--- src/rtl/iis_rx_writer.sv ---
// I2S receiver that assembles samples in the wr_clk domain and pushes them to an async FIFO.
// Optional feature: define IIS_RX_OVF_CNT_EN to add the saturating 16-bit ovf_cnt port and counter.
module iis_rx_writer #(
    parameter int DATA_WIDTH     = 16,
    parameter int MIN_OVERSAMPLE = 4
) (
    input  logic                  wr_clk,
    input  logic                  rst,
    input  logic                  enable,
    input  logic                  iis_sck,
    input  logic                  iis_ws,
    input  logic                  iis_sd,
    input  logic                  fifo_full,
    input  logic                  err_clr,
    output logic                  fifo_wr_en,
    output logic [DATA_WIDTH-1:0] fifo_din,
    output logic                  ovf_flag,
    output logic                  frame_err,
`ifdef IIS_RX_OVF_CNT_EN
    output logic [15:0]           ovf_cnt,
`endif
    output logic [3:0]            dbg_state
);

    localparam int CW = $clog2(DATA_WIDTH + 1);

    // Sampling an I2S clock needs a few wr_clk periods per sck period.
    if (MIN_OVERSAMPLE < 4) begin : g_oversample_check
        $error("MIN_OVERSAMPLE below 4 cannot resolve sck edges");
    end

    typedef enum logic [2:0] {
        IDLE  = 3'd0,
        ALIGN = 3'd1,
        SKIP  = 3'd2,
        SHIFT = 3'd3,
        HOLD  = 3'd4
    } state_t;

    state_t                state, state_nxt;
    logic                  sck_s1, sck_s2, sck_d;
    logic                  ws_s1, ws_s2, ws_d;
    logic                  sd_s1, sd_s2;
    logic                  sck_rise, ws_edge;
    logic [DATA_WIDTH-1:0] shreg;
    logic [CW-1:0]         cnt;
    logic                  channel;
    logic                  done_q;
    logic                  shift_en, clr_cnt, done, ferr_set, latch_ch;
    logic                  drop;

    always_ff @(posedge wr_clk or negedge rst) begin
        if (!rst) begin
            {sck_s1, sck_s2, sck_d} <= '0;
            {ws_s1, ws_s2, ws_d}    <= '0;
            {sd_s1, sd_s2}          <= '0;
        end else begin
            {sck_s1, sck_s2, sck_d} <= {iis_sck, sck_s1, sck_s2};
            {ws_s1, ws_s2, ws_d}    <= {iis_ws, ws_s1, ws_s2};
            {sd_s1, sd_s2}          <= {iis_sd, sd_s1};
        end
    end

    assign sck_rise = sck_s2 & ~sck_d;
    assign ws_edge  = ws_s2 ^ ws_d;

    always_ff @(posedge wr_clk or negedge rst) begin
        if (!rst) state <= IDLE;
        else      state <= state_nxt;
    end

    always_comb begin
        state_nxt = state;
        shift_en  = 1'b0;
        clr_cnt   = 1'b0;
        done      = 1'b0;
        ferr_set  = 1'b0;
        latch_ch  = 1'b0;
        if (!enable) begin
            state_nxt = IDLE;
        end else begin
            case (state)
                IDLE:  state_nxt = ALIGN;
                ALIGN: if (ws_edge) begin
                    latch_ch  = 1'b1;
                    state_nxt = SKIP;
                end
                // The first rising edge after a ws change carries the previous slot's LSB.
                SKIP:  if (sck_rise) begin
                    clr_cnt   = 1'b1;
                    state_nxt = SHIFT;
                end
                SHIFT: if (ws_edge) begin
                    ferr_set  = 1'b1;
                    latch_ch  = 1'b1;
                    state_nxt = SKIP;
                end else if (sck_rise) begin
                    shift_en = 1'b1;
                    if (cnt == CW'(DATA_WIDTH - 1)) begin
                        done      = 1'b1;
                        state_nxt = HOLD;
                    end
                end
                HOLD:  if (ws_edge) begin
                    latch_ch  = 1'b1;
                    state_nxt = SKIP;
                end
                default: state_nxt = IDLE;
            endcase
        end
    end

    always_ff @(posedge wr_clk or negedge rst) begin
        if (!rst) begin
            shreg   <= '0;
            cnt     <= '0;
            channel <= 1'b0;
            done_q  <= 1'b0;
        end else begin
            done_q <= done;
            if (latch_ch) channel <= ws_s2;
            if (clr_cnt) begin
                cnt <= '0;
            end else if (shift_en) begin
                cnt   <= cnt + 1'b1;
                shreg <= {shreg[DATA_WIDTH-2:0], sd_s2};
            end
        end
    end

    // The completed word sits in shreg for one cycle so the write lands 4 cycles after the sck pin edge.
    assign drop = done_q & fifo_full;

    always_ff @(posedge wr_clk or negedge rst) begin
        if (!rst) begin
            fifo_wr_en <= 1'b0;
            fifo_din   <= '0;
            ovf_flag   <= 1'b0;
            frame_err  <= 1'b0;
        end else begin
            fifo_wr_en <= done_q & ~fifo_full;
            if (done_q && !fifo_full) fifo_din <= shreg;
            if (drop)         ovf_flag <= 1'b1;
            else if (err_clr) ovf_flag <= 1'b0;
            if (ferr_set)     frame_err <= 1'b1;
            else if (err_clr) frame_err <= 1'b0;
        end
    end

`ifdef IIS_RX_OVF_CNT_EN
    logic [15:0] ovf_cnt_r;

    always_ff @(posedge wr_clk or negedge rst) begin
        if (!rst)                          ovf_cnt_r <= '0;
        else if (err_clr)                  ovf_cnt_r <= drop ? 16'd1 : 16'd0;
        else if (drop && ovf_cnt_r != 16'hFFFF) ovf_cnt_r <= ovf_cnt_r + 16'd1;
    end

    assign ovf_cnt = ovf_cnt_r;
`endif

    assign dbg_state = {channel, state};

endmodule

--- config.mk ---
export PLATFORM = sky130hd
export DESIGN_NAME = iis_rx_writer
export DESIGN_NICKNAME = d
export VERILOG_FILES = /design/src/rtl/iis_rx_writer.sv
export SDC_FILE = /design/constraint.sdc
export NUM_CORES = 1
export LEC_CHECK = 0
export BUFFER_PORTS_ARGS = -buffer_cell sky130_fd_sc_hd__buf_2
export CORE_MARGIN = 1
export CORE_UTILIZATION = 50
export CTS_CLUSTER_SIZE = 28
export DETAILED_ROUTE_END_ITERATION = 12
export PLACE_DENSITY = 0.76
export REMOVE_ABC_BUFFERS = 1
export SLEW_MARGIN = 5
export SYNTH_ARGS = -nofsm -noshare
export SYNTH_HDL_FRONTEND = slang
export SYNTH_SLANG_ARGS = --single-unit
--- constraint.sdc ---
create_clock -name wr_clk -period 1.6 [get_ports wr_clk]
set_clock_uncertainty 0.1 [all_clocks]
set_input_delay 0.24 -clock wr_clk [delete_from_list [all_inputs] [get_ports wr_clk]]
set_output_delay 0.24 -clock wr_clk [all_outputs]
set_load 0.005 [all_outputs]
==> results.py <==
metrics = {
    "pwr": {
        "power_leakage_nw": 1.383,
        "combPwrFrac": 0.167,
        "switching_share": 0.2807,
        "ir_worst_vdd_mv": 0.6245,
        "powerDensity_mw_per_mm2": 996.5,
        "p_sw_uw": 765.3,
        "seq_power_share": 0.544,
        "p_int_mw": 1.961,
        "p_clk_frac": 0.289,
    },
    "critical_path": {
        "cp_slowest_cell": "dfrtp_1",
        "reg2reg_depth": 6,
        "endpoint": "state[0]$_DFFE_PN0P_",
        "crit_start": "cnt[1]$_DFFE_PN0P_",
        "critPathKind": "reg -> reg",
        "worstPathArrival_ns": 1.75,
        "crit_path_start_kind": "flip-flop",
        "timing.critical_path.required_ns": 1.71,
        "r2r_setup_slack_ns": -0.04,
        "reg2reg_from": "cnt[1]$_DFFE_PN0P_",
        "path_cells": "ha_2, and3_4, ha_4, nand3b_1, o2bb2ai_2, a31o_2",
        "path_depth": 6,
        "critPathCaptureType": "flip-flop",
        "crit_buf_inv": 0,
        "r2r-end": "state[0]$_DFFE_PN0P_",
        "cp_max_fo": 3,
        "critical_path.top_delay_family": "compound AO/OA/AOI/OAI gates",
        "cpPeakStageDelay_ns": 0.39,
    },
    "floorplanning": {
        "die_h_um": 68.16,
        "ios": 31,
        "row_count": 23,
        "die_w_um": 68.16,
        "coreArea_mm2": 0.004086,
        "design.die.area_mm2": 0.004645,
        "start_util": 0.5355,
    },
    "placed_design": {
        "post-place-ws_ns": -0.04105,
        "gp_congestion": 0.8288,
        "hpwl_um": 2640,
        "io_buffers": 30,
    },
    "timing": {
        "setup_ws_ns": -0.03915,
        "fin_crit_ns": 1.639,
        "grt_setup_unrepaired": "true",
        "drv_slew": 0,
        "max_freq_mhz": 610.1,
        "finalCritPeriodShare": 1.024,
        "worstMarginPinSlew_ns": 0.4407,
        "hold_ws_ns": 0.01559,
        "setup_viol": 3,
        "max_slew_margin": 0.7056,
        "finalHoldViolations": 0,
    },
    "final_layout": {
        "syn2layout_area_growth_pct": 25.04,
        "regArea_mm2": 0.001326,
        "multi_input_area_um2": 845.8,
        "fillers": 294,
        "nets": 215,
        "drive_gt1_frac": 0.5049,
        "antenna_cells": 0,
    },
    "synth": {
        "yosysTopAreaCell": "dfrtp_1",
        "synth_top_area_frac": 0.6061,
        "synth_compound_area_frac": 0.06003,
        "synthTopCellsByCount": "53 x dfrtp_1, 23 x mux2_2, 9 x inv_1, 9 x mux2_4, 5 x nor2b_1",
        "ys_seq_area_frac": 0.6061,
        "synth_top_family_by_area": "multiplexers",
        "yosysMostFrequentCell": "dfrtp_1",
        "synth_fa_ha_area_frac": 0.01144,
        "synthArstFlopShare": 1.000,
        "synth.area.mux_share": 0.1893,
        "synth_simple_gate_area_share": 0.08634,
        "synth_ff_type": "dfrtp_1",
        "netlist_area_mm2": 0.002188,
        "synth_edf_count": 0,
        "ys_seq_elements": 53,
        "yosys_warnings": 0,
        "synth.distinct_cells": 42,
        "syn_inst": 149,
        "synthXorXnorAreaFrac": 0.01144,
        "synth_area_leaders": "dfrtp_1 61%, mux2_2 12%, mux2_4 6.2%, inv_1 1.5%, nor2b_1 1.4%",
        "avgSynthCellArea_um2": 14.69,
    },
    "drt": {
        "dr.first_iter.drc_count": 50,
        "ant_nets": 0,
        "dr.pass1.iters": 4,
        "routed_wl_um": 4005,
        "drc": 0,
        "via_per_inst": 5.414,
        "num_vias": 1386,
        "wl_per_cell_um": 15.64,
    },
    "global_route": {
        "grt_max_degree": 54,
        "grt_pass1_wl_um": 6417,
        "grt_usage": 0.1948,
        "grt_pass1_vias": 1412,
        "grt-ovfl-total": 0,
        "antenna_found_initial": 0,
    },
    "clock_tree": {
        "clk_latency_ns": 0.32,
        "path_clk_slew_ns": 0.10,
        "cts_htree_levels": 2,
        "cts-root-buf": "clkbuf_8",
        "cts_buffers": 5,
        "cts.sinks": 53,
        "tritoncts": "done",
        "clock_path_buffers": 2,
    },
    "run": {
        "drv_cap": 0,
    },
    "hold_path": {
        "min_from": "err_clr",
        "min_delay_path_depth": 2,
        "hp-class": "in -> reg",
    },
    "status": {
        "outcome": "finished with violations",
        "violations": "negative setup slack",
    },
}
-- routing by layer --
layer | up-vias | GRT usage | routed length (um)
met5 | - | 0 | 0
met4 | 0 | 0.1328 | 144
met3 | 14 | 0.06667 | 175
met2 | 44 | 0.2880 | 1881
met1 | 687 | 0.2386 | 1804
li1 | 641 | - | -
-- cells by family after synthesis --
| family | Yosys count |
|---|---|
| compound gates | 17 |
| mux | 34 |
| fa+ha+maj | 2 |
| xor+xnor | 2 |
| flops | 53 |
| simple gates | 26 |
| buf+inv | 15 |
-- placed cells by master, fill, tap and decap left out, types with 4 or more instances in the layout --
cell type | netlist | layout
buf_4 | 2 | 19
inv_1 | 9 | 9
mux2_4 | 9 | 13
dlygate4sd3_1 | 0 | 4
buf_2 | 2 | 30
dfrtp_1 | 53 | 53
clkbuf_8 | 0 | 5
mux2_2 | 23 | 19
nor2b_1 | 5 | 5
-- worst min path at each step --
stage                                  to
floorplan             channel$_DFFE_PN0P_
detailed placement       sck_s1$_DFF_PN0_
CTS                 frame_err$_DFFE_PN0P_
finish              frame_err$_DFFE_PN0P_
global placement         sck_s1$_DFF_PN0_
global route         ovf_flag$_DFFE_PN0P_
-- sequential cells by signal, indices dropped and copies added (netlist names), 3 cells and up --
name and cells:
shreg 16, cnt 5, state 3, fifo_din 16
-- power by group through the flow --
| stage | registers [mW] | logic, mW | clock network (mW) |
|---|---|---|---|
| finish | 1.48 | 0.455 | 0.789 |
| CTS | 1.48 | 0.431 | 0.815 |
| global placement | 1.50 | 0.368 | 0 |
| detailed placement | 1.51 | 0.395 | 0 |
| global route | 1.50 | 0.497 | 0.868 |
| floorplan | 1.53 | 0.185 | 0 |
-- worst register-to-register path, stage by stage (launching register included) --
cell       delay, ns
dfrtp_1         0.39
ha_2            0.19
and3_4          0.19
ha_4            0.12
nand3b_1        0.14
o2bb2ai_2       0.17
a31o_2          0.24
-- repair_timing --
item / in CTS / in global routing
endpoints found under the setup margin: 17 / 23
hold buffers: 4 / 0
hold endpoints to repair: 56 / 0
gates resized for setup: 4 / 9
setup buffers: 3 / 0
cloned: 0 / 0
pin swaps: 2 / 4
-- through the flow --
| stage | total power [mW] | instance area (um^2) | setup TNS (ns) | utilization | instances |
|---|---|---|---|---|---|
| floorplan | 1.715 | 2145 | -4.957 | - | 143 |
| global placement | 1.870 | 2525 | 0 | 0.6179 | 242 |
| detailed placement | 1.904 | 2525 | -0.2016 | 0.6179 | 242 |
| CTS | 2.726 | 2696 | -0.01135 | 0.6598 | 257 |
| global route | 2.861 | 2736 | -0.7783 | 0.6696 | 256 |
| finish | 2.727 | 2736 | -0.05719 | 0.6696 | 256 |
-- final cells by class --
cell class                      count  share of cell area
Clock buffer                        5             0.02515
Clock inverter                      3            0.009602
Inverter                            9             0.01235
Multi-Input combinational cell     81              0.3091
Sequential cell                    53              0.4847
Tap cell                           50             0.02286
Timing Repair Buffer               55              0.1363
Note: power is estimated with default switching activity, not from simulation.
